## config.mk

```make
export PLATFORM = sky130hd
export DESIGN_NAME = mem_acc_port
export DESIGN_NICKNAME = d
export VERILOG_FILES = /design/src/rtl/mem_acc_pkg.sv /design/src/rtl/mem_acc_fifo.sv /design/src/rtl/mem_acc_port.sv
export SDC_FILE = /design/constraint.sdc
export NUM_CORES = 1
export LEC_CHECK = 0
export CAP_MARGIN = 0
export CORE_AREA = 4 4 151 153
export DETAILED_ROUTE_END_ITERATION = 8
export DIE_AREA = 0 0 155 157
export PLACE_DENSITY = 0.86
export RECOVER_POWER = 50
export SYNTH_ARGS = -nofsm -noshare
export SYNTH_HDL_FRONTEND = slang
export SYNTH_SLANG_ARGS = --single-unit
```

## constraint.sdc

```tcl
create_clock -name clk -period 6.7 [get_ports clk]
set_clock_uncertainty 0.2 [all_clocks]
set_input_delay 1.005 -clock clk [delete_from_list [all_inputs] [get_ports clk]]
set_output_delay 1.005 -clock clk [all_outputs]
set_load 0.05 [all_outputs]
```

## src/rtl/mem_acc_pkg.sv

```systemverilog
// rtl/mem_acc_pkg.sv - shared types and helpers for the memory accessor port
package mem_acc_pkg;

  localparam int ACC_DW = 32;

  typedef enum logic [1:0] {
    BYTE = 2'b00,
    HALF = 2'b01,
    WORD = 2'b10
  } size_e;

  typedef enum logic [1:0] {
    IDLE = 2'b00,
    BUSY = 2'b01,
    GAP  = 2'b10
  } state_e;

  typedef struct packed {
    logic              write;
    logic [1:0]        size;
    logic              is_unsigned;
    logic [31:0]       addr;
    logic [ACC_DW-1:0] wdata;
  } acc_req_t;

  // Size code 2'b11 falls through to the word case in both helpers.
  function automatic logic [ACC_DW-1:0] extend_load(input logic [1:0] size,
                                                   input logic is_unsigned,
                                                   input logic [ACC_DW-1:0] data);
    case (size)
      BYTE:    return {{(ACC_DW-8){data[7] & ~is_unsigned}}, data[7:0]};
      HALF:    return {{(ACC_DW-16){data[15] & ~is_unsigned}}, data[15:0]};
      default: return data;
    endcase
  endfunction

  function automatic logic is_misaligned(input logic [1:0] size, input logic [1:0] addr);
    case (size)
      BYTE:    return 1'b0;
      HALF:    return addr[0];
      default: return addr != 2'b00;
    endcase
  endfunction

endpackage

```

## src/rtl/mem_acc_fifo.sv

```systemverilog
// rtl/mem_acc_fifo.sv - synchronous request buffer of acc_req_t entries
module mem_acc_fifo
  import mem_acc_pkg::*;
#(
  parameter int DEPTH = 2
) (
  input  logic     clk,
  input  logic     rst_n,
  input  logic     i_push,
  input  acc_req_t i_data,
  input  logic     i_pop,
  output acc_req_t o_head,
  output logic     o_full,
  output logic     o_empty
);

  localparam int AW = $clog2(DEPTH);

  acc_req_t       r_mem [DEPTH];
  logic [AW:0]    r_wptr;
  logic [AW:0]    r_rptr;
  logic           w_do_push;
  logic           w_do_pop;

  assign w_do_push = i_push && !o_full;
  assign w_do_pop  = i_pop && !o_empty;

  // Pointers carry one wrap bit so full and empty are distinguishable.
  assign o_empty = r_wptr == r_rptr;
  assign o_full  = (r_wptr[AW] != r_rptr[AW]) && (r_wptr[AW-1:0] == r_rptr[AW-1:0]);
  assign o_head  = r_mem[r_rptr[AW-1:0]];

  always_ff @(posedge clk or negedge rst_n) begin
    if (!rst_n) begin
      r_wptr <= '0;
      r_rptr <= '0;
    end else begin
      if (w_do_push) r_wptr <= r_wptr + 1'b1;
      if (w_do_pop)  r_rptr <= r_rptr + 1'b1;
    end
  end

  always_ff @(posedge clk) begin
    if (w_do_push) r_mem[r_wptr[AW-1:0]] <= i_data;
  end

endmodule

```

## src/rtl/mem_acc_port.sv

```systemverilog
// rtl/mem_acc_port.sv - valid/ready load/store stream to controller accessor slot
module mem_acc_port
  import mem_acc_pkg::*;
#(
  parameter int BITSIZE    = ACC_DW,
  parameter int FIFO_DEPTH = 2,
  parameter int TIMEOUT    = 255
) (
  input  logic               clk,
  input  logic               resetn_i,
  input  logic               req_valid_i,
  output logic               req_ready_o,
  input  logic               req_write_i,
  input  logic [1:0]         req_size_i,
  input  logic               req_unsigned_i,
  input  logic [31:0]        req_addr_i,
  input  logic [BITSIZE-1:0] req_wdata_i,
  output logic               rsp_valid_o,
  input  logic               rsp_ready_i,
  output logic [BITSIZE-1:0] rsp_rdata_o,
  output logic               rsp_err_o,
  output logic [31:0]        acc_address_o,
  output logic               acc_read_o,
  output logic               acc_write_o,
  output logic [1:0]         acc_write_size_o,
  output logic [BITSIZE-1:0] acc_data_o,
  input  logic [BITSIZE-1:0] acc_data_i,
  input  logic               acc_done_i
);

  localparam int               CNT_W    = $clog2(TIMEOUT + 1);
  localparam logic [CNT_W-1:0] CNT_LAST = CNT_W'(TIMEOUT - 1);

  acc_req_t           w_in_req;
  acc_req_t           w_head;
  acc_req_t           w_issue;
  logic               w_full;
  logic               w_empty;
  logic               w_in_fire;
  logic               w_push;
  logic               w_pop;
  logic               w_bypass;
  logic               w_rsp_free;
  logic               w_acc_load;
  logic               w_acc_clear;
  logic               w_rsp_load;
  logic               w_rsp_err;
  logic [BITSIZE-1:0] w_rsp_data;
  state_e             r_state;
  state_e             w_state_nxt;

  logic [CNT_W-1:0]   r_cnt;
  logic               r_acc_read;
  logic               r_acc_write;
  logic [1:0]         r_acc_size;
  logic [31:0]        r_acc_addr;
  logic [BITSIZE-1:0] r_acc_data;
  logic               r_ld_unsigned;
  logic               r_rsp_valid;
  logic               r_rsp_err;
  logic [BITSIZE-1:0] r_rsp_rdata;

  assign w_in_req = '{write:       req_write_i,
                      size:        req_size_i,
                      is_unsigned: req_unsigned_i,
                      addr:        req_addr_i,
                      wdata:       req_wdata_i};

  assign req_ready_o = !w_full;
  assign w_in_fire   = req_valid_i && !w_full;
  assign w_rsp_free  = !r_rsp_valid || rsp_ready_i;
  assign w_push      = w_in_fire && !w_bypass;

  mem_acc_fifo #(
    .DEPTH (FIFO_DEPTH)
  ) u_fifo (
    .clk     (clk),
    .rst_n   (resetn_i),
    .i_push  (w_push),
    .i_data  (w_in_req),
    .i_pop   (w_pop),
    .o_head  (w_head),
    .o_full  (w_full),
    .o_empty (w_empty)
  );

  always_ff @(posedge clk or negedge resetn_i) begin
    if (!resetn_i) r_state <= IDLE;
    else           r_state <= w_state_nxt;
  end

  // An aligned request arriving at an idle port with nothing queued skips the
  // buffer so the bus sees it the cycle after acceptance.
  always_comb begin
    w_state_nxt = r_state;
    w_pop       = 1'b0;
    w_bypass    = 1'b0;
    w_issue     = w_head;
    w_acc_load  = 1'b0;
    w_acc_clear = 1'b0;
    w_rsp_load  = 1'b0;
    w_rsp_err   = 1'b0;
    w_rsp_data  = '0;
    case (r_state)
      IDLE: begin
        if (!w_empty && w_rsp_free) begin
          w_pop = 1'b1;
          if (is_misaligned(w_head.size, w_head.addr[1:0])) begin
            w_rsp_load = 1'b1;
            w_rsp_err  = 1'b1;
          end else begin
            w_acc_load  = 1'b1;
            w_state_nxt = BUSY;
          end
        end else if (w_empty && w_in_fire && w_rsp_free &&
                     !is_misaligned(w_in_req.size, w_in_req.addr[1:0])) begin
          w_bypass    = 1'b1;
          w_issue     = w_in_req;
          w_acc_load  = 1'b1;
          w_state_nxt = BUSY;
        end
      end
      BUSY: begin
        if (acc_done_i) begin
          w_rsp_load  = 1'b1;
          w_rsp_data  = r_acc_write ? '0 : extend_load(r_acc_size, r_ld_unsigned, acc_data_i);
          w_acc_clear = 1'b1;
          w_state_nxt = GAP;
        end else if (r_cnt == CNT_LAST) begin
          w_rsp_load  = 1'b1;
          w_rsp_err   = 1'b1;
          w_acc_clear = 1'b1;
          w_state_nxt = GAP;
        end
      end
      GAP:     w_state_nxt = IDLE;
      default: w_state_nxt = IDLE;
    endcase
  end

  always_ff @(posedge clk or negedge resetn_i) begin
    if (!resetn_i) begin
      r_cnt         <= '0;
      r_acc_read    <= 1'b0;
      r_acc_write   <= 1'b0;
      r_acc_size    <= '0;
      r_acc_addr    <= '0;
      r_acc_data    <= '0;
      r_ld_unsigned <= 1'b0;
      r_rsp_valid   <= 1'b0;
      r_rsp_err     <= 1'b0;
      r_rsp_rdata   <= '0;
    end else begin
      if (w_acc_load) begin
        r_acc_read    <= !w_issue.write;
        r_acc_write   <= w_issue.write;
        r_acc_size    <= w_issue.size;
        r_acc_addr    <= w_issue.addr;
        r_acc_data    <= w_issue.wdata;
        r_ld_unsigned <= w_issue.is_unsigned;
        r_cnt         <= '0;
      end else begin
        if (w_acc_clear) begin
          r_acc_read  <= 1'b0;
          r_acc_write <= 1'b0;
        end
        if (r_state == BUSY) r_cnt <= r_cnt + 1'b1;
      end
      if (w_rsp_load) begin
        r_rsp_valid <= 1'b1;
        r_rsp_err   <= w_rsp_err;
        r_rsp_rdata <= w_rsp_data;
      end else if (rsp_ready_i) begin
        r_rsp_valid <= 1'b0;
      end
    end
  end

  assign acc_read_o       = r_acc_read;
  assign acc_write_o      = r_acc_write;
  assign acc_write_size_o = r_acc_size;
  assign acc_address_o    = r_acc_addr;
  assign acc_data_o       = r_acc_data;
  assign rsp_valid_o      = r_rsp_valid;
  assign rsp_err_o        = r_rsp_err;
  assign rsp_rdata_o      = r_rsp_rdata;

endmodule

```

# --- Word-level counts from Yosys, hierarchy flattened ---
# Memories as Yosys holds them, arrays and structs flattened.
# Index checks and enable logic that the tools add are counted.
word_totals:
  regBits: 117
  latchBits: 0
  ramBits: 136
  rom_bits: 0
  input_bits: 105
  output_inout_bits: 103
  word_cells: 101
  mem_count: 1
op_classes:
  addsub: 3
  n_mul: 0
  div_mod_pow: 0
  n_lt_le_gt_ge: 0
  eq_ne: 11
  shifts: 0
  muxes: 44
  bitwise: 3
  reduce_logical: 26
memory_table:
  columns: ["name", "words", "width", "read_ports", "rd_clocked_by_memory_dff", "wr", "line", "rtl"]
  rows:
  - ["u_fifo.r_mem", 2, 68, 1, 0, 1, "mem_acc_fifo.sv:19", "acc_req_t r_mem [DEPTH];"]
op_table:
  columns: ["operator", "count"]
  rows:
  - ["68-bit two-way mux", 3]
  - ["32-bit two-way mux", 3]
  - ["32-bit one-hot mux with 2 select lines", 1]
  - ["1-bit two-way mux", 25]
  - ["8-bit two-way mux", 2]
  - ["2-bit two-way mux", 5]
  - ["2-bit nonzero test", 5]
  - ["1-bit logical AND", 9]
  - ["3-bit inequality test, second input constant", 3]
  - ["8-bit by 1-bit adder with 8-bit output, second input constant", 1]
  - ["2-bit by 1-bit == test with 1-bit output, second input constant", 4]
  - ["8-bit == test, second input constant", 1]
  - ["2-bit logical NOT", 4]
  - ["1-bit one-hot mux with 2 select lines", 4]
  - ["1-bit logical NOT", 6]
  - ["2-bit by 1-bit adder with 2-bit output, second input constant", 2]
  - ["2-bit one-hot mux with 2 select lines", 1]
  - ["3-bit AND reduction", 1]
  - ["1-bit bitwise AND", 2]
  - ["2-bit == test", 1]
  - ["1-bit == test", 1]
  - ["1-bit logical OR", 1]
  - ["1-bit inequality test", 1]
  - ["1-bit inverter", 1]

# --- Longest topological paths before layout ---
# Gate-level depths: netlist of run 1.
depth:
  depth_word: 15
  ltp_mapped: 9

# --- Modules after synthesis ---
# Synthesis of run 1 repeated with hierarchy kept, for this count alone.
hier_totals:
  hier_cells: 715
  hier_area_um2: 10319.9
by_module_without_submodules:
  columns: ["mod", "instances", "cells_per_inst", "area_per_inst_um2"]
  rows:
  - ["mem_acc_fifo", 1, 239, 5173.7]
  - ["mem_acc_port", 1, 476, 5146.2]

# --- Least setup slack after synthesis of run 1 ---
# OpenSTA, ideal clock, no wires.
synth_path:
  path_type: "input-to-reg"
  from: "input port rsp_ready_i"
  to: "memory u_fifo.r_mem[1][0] (netlist name) (enable)"
  arrival_ns: 4.581
  t_required_ns: 6.003
  setup_slack_ns: 1.421
  stages: 4
  path_buffers: 0
  cell_sequence: "nor2b_1 > or3_1 > o311ai_0 > nor2_1"
synth_between:
  elab_chain_len: 11
  word_cells_on_any_way: 12
  cone_classes: "mux (5); reduce/logical (7)"
synth_rtl:
  columns: ["item", "line", "rtl"]
  rows:
  - ["start: declaration", "mem_acc_port.sv:19", "input logic rsp_ready_i,"]
  - ["1-bit logical OR (*)", "mem_acc_port.sv:71", "assign w_rsp_free = !r_rsp_valid || rsp_ready_i;"]
  - ["1-bit logical AND (2 in a row)", "mem_acc_port.sv:115", "end else if (w_empty && w_in_fire && w_rsp_free &&"]
  - ["1-bit two-way mux", "mem_acc_port.sv:115", null]
  - ["1-bit two-way mux (*)", "mem_acc_port.sv:106", "if (!w_empty && w_rsp_free) begin"]
  - ["1-bit two-way mux (*)", "mem_acc_port.sv:104", "case (r_state)"]
  - ["1-bit logical NOT (*)", "mem_acc_port.sv:72", "assign w_push = w_in_fire && !w_bypass;"]
  - ["1-bit logical AND (*)", "mem_acc_port.sv:72", null]
  - ["1-bit logical AND (*)", "mem_acc_fifo.sv:25", "assign w_do_push = i_push && !o_full;"]
  - ["1-bit two-way mux (*)", "mem_acc_fifo.sv:44", "if (w_do_push) r_mem[r_wptr[AW-1:0]] <= i_data;"]
  - ["1-bit two-way mux (not written as such) (*)", "mem_acc_fifo.sv:44", null]
  - ["end: declaration", "mem_acc_fifo.sv:19", null]
# Mark *: on every way between the ends. The rest lies on a longest branch, timed or not.

# --- Final worst setup path of run 1 ---
layout_path:
  from: "register u_fifo.r_rptr[0]"
  to: "register r_acc_addr[0], in the netlist acc_address_o[0]"
layout_between:
  elab_chain_len: 10
  word_cells_on_any_way: 24
  cone_classes: "eq/ne (3); mux (10); reduce/logical (10); memory (1)"
layout_rtl:
  columns: ["item", "line", "rtl"]
  rows:
  - ["start: declaration", "mem_acc_fifo.sv:21", "logic [AW:0] r_rptr;"]
  - ["start signal: assignment", "mem_acc_fifo.sv:39", "if (w_do_pop) r_rptr <= r_rptr + 1'b1;"]
  - ["parallel branches: the longest is 10 deep, another holds memory read 2 x 68 bit", null, null]
  - ["end signal: assignment", "mem_acc_port.sv:158", "r_acc_addr <= w_issue.addr;"]
  - ["end: declaration", "mem_acc_port.sv:56", "logic [31:0] r_acc_addr;"]
# Parallel ways; which one is timed is not known. The select of a mux whose other input is x is not followed.
# A chain may end at the register's enable or synchronous reset.

==> results.txt, run 1 <==
- Initial antenna violation count: 8
- Largest cells by area after synthesis: sky130_fd_sc_hd__edfxtp_1 (40%), sky130_fd_sc_hd__dfrtp_1 (29%), sky130_fd_sc_hd__nor2b_1 (5.2%)
- The critical path is of the register to register type.
* DR vias/cell: 5.52
* Total detailed-routing wirelength: 24.4 mm
* Tightest slew margin relative to the limit: -155%
- Count of unique library cells instantiated by Yosys: 41
- Critical Path Fanout Max: 97
* Cell at the root of the clock tree: sky130_fd_sc_hd__clkbuf_16
- Count of warnings emitted by yosys: 0
* Pwr/cell area: 559 nW/µm²
- The filler cells instantiated in the layout total 1,634.
- Summing the areas of all and, or, nand and nor instances in the mapped netlist gives 12.8% of the synthesized area.
- The worst-case IR drop observed on VDD is 0.000331 V.
- Drt first pass iters: 5
- For this run, the total global-route usage over all layers was measured as 19.6%.
* Maximum frequency from static timing analysis: 220 MHz
- Number of instances in the synthesized netlist: 793
- Walking the worst path, the cells encountered are buf_4 > nand2_1 > o22a_1 > and3_2 > buf_4 > a31o_2 > o21ai_0.
- Number of nets produced by synthesis: 900
- The number of max-slew violations in the final report came to 115.
- Counting along the longest clock path gives a buffer depth of 3.
- The via count of the first global-routing pass is 7,385.
- The initialized floorplan defines 54 standard-cell rows.
* Power, Total: 7.49 mW
* Result of the run: finished, violations left
* Routed via count: 7,098
- Setup slack on the critical path of the routed design comes to 2.15 ns.
- With fillers left out, the area of the finished cells amounts to 13,400 µm².
- I/O pin count: 208
- Effective utilization at floorplan: 47.3%
- CP Data Arrival Time: 4.78 ns
- Clock latency on the worst-skew pair, taken at its later pin, is 0.53 ns.
- Cell with the largest stage delay on the worst path: sky130_fd_sc_hd__dfrtp_1
- In the final layout, the multi-input gates occupy 2940 µm².
- Reported leakage power: 4.87 nW
* Sinks on Clock Net: 253
- Clock period minus worst slack: 4.55 ns
- Counting flops and latches in the post-synthesis netlist gives 253.
* Critical path data required time: 6.93 ns
- Average footprint of a synthesized cell: 12.9 µm²
* Multiplexer area fraction after synthesis: 0.196%
- Netlist area before placement: 10,200 µm²
* Maximum number of pins on one net before global-route repair: 98
* Failing checks: capacitance limit, slew limit
- Critical path buffers and inverters: 2
- Element type at the critical path start: register
* Worst slew pin tran: 3.82 ns
* Number of CTS-inserted buffers: 26
- After detailed routing, the number of remaining DRC violations is 0.
* Critical Path Max Stage Delay: 1.36 ns
- Area inside the core boundary: 21,600 µm²
- In the final routed layout, each cell accounts on average for 19.0 µm.
* Hold Crit Class: register to register
* Clock slew at the register clock pins of the worst setup and hold paths: 0.06 ns
* Setup Viol. Count Final: 0
* Number of DRC violations after detailed-routing iteration 0: 481
- Clock tree from TritonCTS: built
- Post-layout net count: 1,089
- Summing the areas of all compound-gate instances in the mapped netlist gives 14.1% of the synthesized area.
- Unrepaired setup endpoints after global routing: false
- After clock tree synthesis, the repair step resized 0 gates.
- Prior to clock tree synthesis, the placed netlist has a worst setup slack of 2.60 ns.
- The first global-routing pass estimated 38.9 mm of wire.
* Cell type with the largest total area after synthesis: sky130_fd_sc_hd__edfxtp_1
* HPWL after DPL: 15.3 mm
- Summing the sequential cell areas from Yosys gives 68.7% of the chip area.
- The congestion estimate from routability-driven global placement came to 0.773.
- Number of nets with antenna violations after detailed routing: 0
- Counting stages on the worst path, the most repeated cell is sky130_fd_sc_hd__buf_4.
* Worst hold margin: 0.285 ns
- The count of buffers added on input and output ports is 207.
* Capturing element type of the critical path: register
- The number of setup buffers added after CTS is 0.
- By area, the combinational part of the netlist is dominated by compound AO/OA/AOI/OAI gates.
- After routing, the total negative slack on setup checks comes to 0 ns.
- Xor/xnor cell area share of the yosys netlist: 1.12%
- Vertical die dimension: 157 µm
- Portion of the clock cycle consumed by the worst path in the final layout: 67.9%
- After synthesis, the largest area contributor takes up 40.0% of total cell area.
* Total overflow reported by the global router: 0
* Adder and majority cell fraction of the synthesized area: 0.245%
- Layout overhead on the synthesized area: 31.2%
- Storage cell area: 7010 µm²
- # hold bufs at CTS: 0
- Number of max-capacitance violations reported: 2
- The number of hold violations in the final report came to 0.
* Dpl cell area: 12,500 µm²
* Chip width: 155 µm
- Among cell families on the critical path, the largest total delay comes from buffers and inverters.
- Die footprint: 24,300 µm²
* Proportion of layout cells with a drive suffix above 1: 6.19%
* Number of levels in the clock H-tree: 1
cells in the final DEF, fill, tap and decap left out, types with 5 or more instances in the layout:
cell type	count
sky130_fd_sc_hd__bufinv_16	5
sky130_fd_sc_hd__dlygate4sd3_1	116
sky130_fd_sc_hd__xnor2_1	7
sky130_fd_sc_hd__a22o_1	16
sky130_fd_sc_hd__nand2b_1	5
sky130_fd_sc_hd__nor2_1	82
sky130_fd_sc_hd__o21ai_0	12
sky130_fd_sc_hd__o2bb2ai_1	16
sky130_fd_sc_hd__xor2_1	6
sky130_fd_sc_hd__buf_4	10
sky130_fd_sc_hd__a211oi_1	65
sky130_fd_sc_hd__nor2b_1	84
sky130_fd_sc_hd__clkbuf_16	26
sky130_fd_sc_hd__dfrtp_1	117
sky130_fd_sc_hd__nand2_1	83
sky130_fd_sc_hd__edfxtp_1	136
sky130_fd_sc_hd__clkdlybuf4s50_1	90
sky130_fd_sc_hd__o31ai_1	66
per-layer routing:
layer	vias up	part of all wire (%)	global-route usage [%]
li1	3278	-	-
met2	260	48	33.5
met4	8	2.0	5.00
met1	3514	42	25.8
met5	-	0.19	0
met3	38	7.3	4.37
registers in the layout, indices dropped and copies added (netlist names):
signal,count
u_fifo.r_mem,136
acc_address_o,32
acc_data_o,32
rsp_rdata_o,32
r_cnt,8
acc_write_size_o,2
r_state,2
u_fifo.r_rptr,2
u_fifo.r_wptr,2
acc_read_o,1
acc_write_o,1
r_ld_unsigned,1
rsp_err_o,1
rsp_valid_o,1
layout make-up:
cell class	count	area share, %
clock buffer	31	5.15
tap	280	2.62
timing repair buffer	217	16.0
clock inverter	17	1.74
antenna	4	0.0748
inverter	3	0.0841
sequential	253	52.4
multi-input combinational	481	22.0
cell usage after synthesis (all sizes together):
| cell type | n |
|---|---|
| edfxtp | 136 |
| dfrtp | 117 |
| nor2 | 84 |
| nor2b | 84 |
| nand2 | 83 |
| o31ai | 66 |
| a211oi | 65 |
| clkbuf | 36 |
| buf | 20 |
| a22o | 16 |
| o2bb2ai | 16 |
| o21ai | 13 |
| xnor2 | 7 |
| xor2 | 6 |
| nand2b | 5 |
| nand3 | 5 |
| nor3 | 4 |
| a21oi | 3 |
| inv | 3 |
| nand4 | 3 |
| a22oi | 2 |
| and2 | 2 |
| ha | 2 |
| mux2i | 2 |
| or3 | 2 |
| a2111oi | 1 |
| a21bo | 1 |
| a31o | 1 |
| and3 | 1 |
| nor4 | 1 |
| o21ba | 1 |
| o22a | 1 |
| o22ai | 1 |
| o311ai | 1 |
| or4 | 1 |
| or4b | 1 |
worst register-to-register path: stages (launching register included):
cell,delay (ns)
sky130_fd_sc_hd__dfrtp_1,1.36
sky130_fd_sc_hd__buf_4,0.98
sky130_fd_sc_hd__nand2_1,0.27
sky130_fd_sc_hd__o22a_1,0.34
sky130_fd_sc_hd__and3_2,0.45
sky130_fd_sc_hd__buf_4,0.40
sky130_fd_sc_hd__a31o_2,0.30
sky130_fd_sc_hd__o21ai_0,0.15
stage by stage:
stage / utilization (%) / cells
global placement: 57.8 / 1234
finish: 62.1 / 1286
CTS: 62.1 / 1282
global route: 62.1 / 1286
floorplan: - / 793
detailed placement: 57.8 / 1234
power by group:
part,leakage (nW),switching [mW],total [mW],internal [mW]
combinational,1.75,2.25,3.33,1.08
clock,0.439,0.595,1.53,0.931
sequential,2.68,0.330,2.63,2.30
total,4.87,3.18,7.49,4.31
worst paths after layout:
path,from,endpoint,slack (ns),cells after the start
max,u_fifo.r_rptr[0],acc_address_o[0],2.15,7
min,rsp_rdata_o[28],rsp_rdata_o[28],0.28,1
max reg2reg,u_fifo.r_rptr[0],acc_address_o[0],2.15,7
min reg2reg,rsp_rdata_o[28],rsp_rdata_o[28],0.28,1
max in group asynchronous,resetn_i,acc_data_o[5],2.51,2
min in group asynchronous,resetn_i,rsp_valid_o,1.61,1
cell families (layout without fill, tap and decap cells):
family                     after synthesis  count (layout)
xor gates and xnor gates                13              13
DFF                                    253             253
AOI/OAI and AO/OA                      188             188
other                                    0               4
buffers and inverters                   59             268
and+or+nand+nor                        276             276
muxes                                    2               2
adders and majority gates                2               2
No activity file was read; power rests on OpenSTA's default activity.
==> inputs of run 2 (changes only) <==
--- a/config.mk
+++ b/config.mk
@@ -6,9 +6,9 @@
 export NUM_CORES = 1
 export LEC_CHECK = 0
 export CAP_MARGIN = 0
-export CORE_AREA = 4 4 151 153
+export CORE_AREA = 4 4 154 156
 export DETAILED_ROUTE_END_ITERATION = 8
-export DIE_AREA = 0 0 155 157
+export DIE_AREA = 0 0 158 160
 export PLACE_DENSITY = 0.86
 export RECOVER_POWER = 50
 export SYNTH_ARGS = -nofsm -noshare
==> constraint.sdc (replaced) <==
create_clock -name clk -period 4 [get_ports clk]
set_clock_uncertainty 0.2 [all_clocks]
set_input_delay 0.6 -clock clk [delete_from_list [all_inputs] [get_ports clk]]
set_output_delay 0.6 -clock clk [all_outputs]
set_load 0.05 [all_outputs]
==> results.txt, run 2 (synthesis results as in run 1) <==
- The count of boundary I/O pins is 208 (unchanged).
* Maximum number of pins on one net before global-route repair: 73 (was 98)
* Number of cells on the worst reg-to-reg path: 6 (was 7)
- Unrepaired setup endpoints after global routing: false (unchanged)
- Largest register FFs: 136 (unchanged)
- The largest driver fanout on the critical path was 46 (was 97).
- The via count of the first global-routing pass came to 7,225 (was 7,385).
- The data required time at the worst endpoint was 3.20 ns (was 6.93 ns).
* Routed via count: 7,085 (was 7,098)
- The count of antenna-violating nets left after detailed routing is 0 (unchanged).
* Post-route insts no fill: 1,295 (was 1,286)
* Capturing element type of the critical path: primary output (was register)
- Worst skew pair latency: 0.52 ns (was 0.53 ns)
- Top library cells by usage in the layout, fill and taps aside: sky130_fd_sc_hd__edfxtp_1 (136), sky130_fd_sc_hd__dfrtp_1 (116), sky130_fd_sc_hd__dlygate4sd3_1 (115) (was sky130_fd_sc_hd__edfxtp_1 (136), sky130_fd_sc_hd__dfrtp_1 (117), sky130_fd_sc_hd__dlygate4sd3_1 (116)).
* Hold Fails Final Rpt: 0 (unchanged)
- The net total in the final layout came to 1,093 (was 1,089).
- Overall fraction of global-route tracks in use: 19.1% (was 19.6%)
- The total wire length is 24.7 mm (was 24.4 mm).
* Worst slew pin tran: 1.87 ns (was 3.82 ns)
* Vertical die dimension: 160 µm (was 157 µm)
- The core area came to 22,400 µm² (was 21,600 µm²).
- Reg2Reg Launch Point: u_fifo.r_rptr[0] (unchanged)
* Beginning of the worst hold path: rsp_rdata_o[20] (was rsp_rdata_o[28])
- Number of buffers on the longest clock path: 3 (unchanged)
- Sinks on Clock Net: 253 (unchanged)
- Initial antenna violation count: 8 (unchanged)
- The detailed-route vias per instance was 5.47 (was 5.52).
- The power density over cell area came to 942 nW/µm² (was 559 nW/µm²).
- Static timing analysis puts the maximum clock frequency at 299 MHz.
- WHS Path Cells: 1 (unchanged)
- The count of H-tree levels built during CTS came to 1 (unchanged).
* Post-route setup slack: 0.654 ns (was 2.15 ns)
* Most common cell after layout, fill and taps aside: sky130_fd_sc_hd__edfxtp_1 (unchanged)
- Worst setup path category: register to primary output (was register to register)
* Effective utilization at floorplan: 45.6% (was 47.3%)
- The remaining routing DRC violations came to 0 (unchanged).
- Clock slew at the register clock pins of the worst setup and hold paths: 0.06 ns (about the same)
- Clock period minus worst slack: 3.35 ns
- The area growth from synthesis to layout was 32.3% (was 31.2%).
* Number of CTS-inserted buffers: 26 (unchanged)
- FP Rows: 55 (was 54)
- Minimum setup slack among reg-to-reg paths: 0.77 ns (was 2.15 ns)
* Reported leakage power: 4.93 nW (was 4.87 nW)
- The type of origin of the critical path is a register (unchanged).
- Cell at the root of the clock tree: sky130_fd_sc_hd__clkbuf_16 (unchanged)
- Failing checks: capacitance limit, slew limit (unchanged).
- The data arrival time of the critical path came to 2.55 ns (was 4.78 ns).
- The half-perimeter wire length after placement was 15.6 mm (was 15.3 mm).
* Worst flop-to-flop path endpoint: acc_address_o[18] (was acc_address_o[0])
* Post-route setup TNS: 0 ns (unchanged)
- Hold Crit Class: register to register (unchanged)
- Post-cts gate resize count: 0 (unchanged)
- The count of maximum capacitance violations came to 1 (was 2).
- Proportion of layout cells with a drive suffix above 1: 6.56% (was 6.19%)
* Final weighted congestion in routability-driven placement: 0.800 (was 0.773)
* First-pass GRT wire length: 39.2 mm (was 38.9 mm)
- Buffer count from post-CTS setup fixing: 0 (unchanged)
- Number of buffer cells added on primary ports: 207 (unchanged)
- The count of TritonRoute iterations in the first routing pass was 5 (unchanged).
- The worst-case vdd ir drop was 0.000559 V (was 0.000331 V).
- The average routed wire per standard cell came to 19.1 µm (was 19.0 µm).
- Tightest slew margin relative to the limit: -24.4% (was -155%)
- Result of the run: finished, violations left (unchanged).
- The post-placement cell count was 1,243 (was 1,234).
- Pins Over Slew Limit: 73 (was 115)
- The global route total overflow came to 0 (unchanged).
- The clock tree from TritonCTS is built (unchanged).
* End point of the most critical hold path: rsp_rdata_o[20] (was rsp_rdata_o[28])
- The full die area came to 25,300 µm² (was 24,300 µm²).
- Portion of the clock cycle consumed by the worst path in the final layout: 83.7%
- The hold-fix buffer count after cts is 0 (unchanged).
- Chip width: 158 µm (was 155 µm)
- The number of setup violations in the final report was 0 (unchanged).
- The post-placement setup slack was 0.583 ns (was 2.60 ns).
- Power, Total: 12.7 mW (was 7.49 mW)
* Number of DRC violations after detailed-routing iteration 0: 473 (was 481)
* FILL cells: 1,732 (was 1,634)
run 2: cell types whose count changed in the layout (fill, tap and decap cells not counted), sizes merged:
cell           change
clkinvlp           -4
buf                +3
clkbuf             +3
bufinv             +1
clkdlybuf4s50      +1
clkinv             +1
dlygate4sd3        -1
run 2: critical path: stages, from the launching register on:
cell	delay [ns]
sky130_fd_sc_hd__dfrtp_4	0.68
sky130_fd_sc_hd__xnor2_1	0.44
sky130_fd_sc_hd__nand2b_1	0.16
sky130_fd_sc_hd__clkdlybuf4s50_1	0.74
run 2: power by group:
| group | switching (mW) | internal (mW) |
|---|---|---|
| sequential | 0.543 | 3.85 |
| combinational | 3.81 | 1.88 |
| clock | 0.972 | 1.67 |
| total | 5.32 | 7.39 |
run 2: area by class of cell:
cell class	instances	area, µm²	area share, %
clock buffer	33	728	5.40
multi-input combinational	481	2940	21.8
antenna	4	10.0	0.0742
tap	285	357	2.64
clock inverter	15	224	1.66
sequential	253	7020	52.0
inverter	3	11.3	0.0835
timing repair buffer	221	2210	16.4
run 2: worst max path at each step:
stage / startpoint / endpoint / slack [ns] / depth (start not counted)
detailed placement: rsp_ready_i / acc_address_o[18] / 0.58 / 7
global route: u_fifo.r_rptr[0] / req_ready_o / 0.52 / 3
finish: u_fifo.r_rptr[0] / req_ready_o / 0.65 / 3
floorplan: u_fifo.r_wptr[1] / u_fifo.r_mem[1][0] / -0.09 / 4
global placement: rsp_ready_i / acc_write_size_o[0] / 0.76 / 7
CTS: u_fifo.r_rptr[0] / req_ready_o / 0.61 / 3
run 2: through the flow:
stage | utilization [%] | hold WS (ns) | instance area (µm²)
after floorplan | - | 0.104 | 10200
after global placement | 56.1 | 0.271 | 12500
after detailed placement | 56.1 | 0.273 | 12500
after CTS | 60.4 | 0.0718 | 13500
after global routing | 60.3 | 0.297 | 13500
final | 60.3 | 0.282 | 13500
run 2: per-layer routing:
layer	share of wire [%]	global-route usage, %	vias to the layer above
li1	-	-	3293
met4	2.2	5.12	8
met1	43	25.7	3477
met3	7.2	4.82	55
met2	48	31.1	252
met5	0.19	0	-
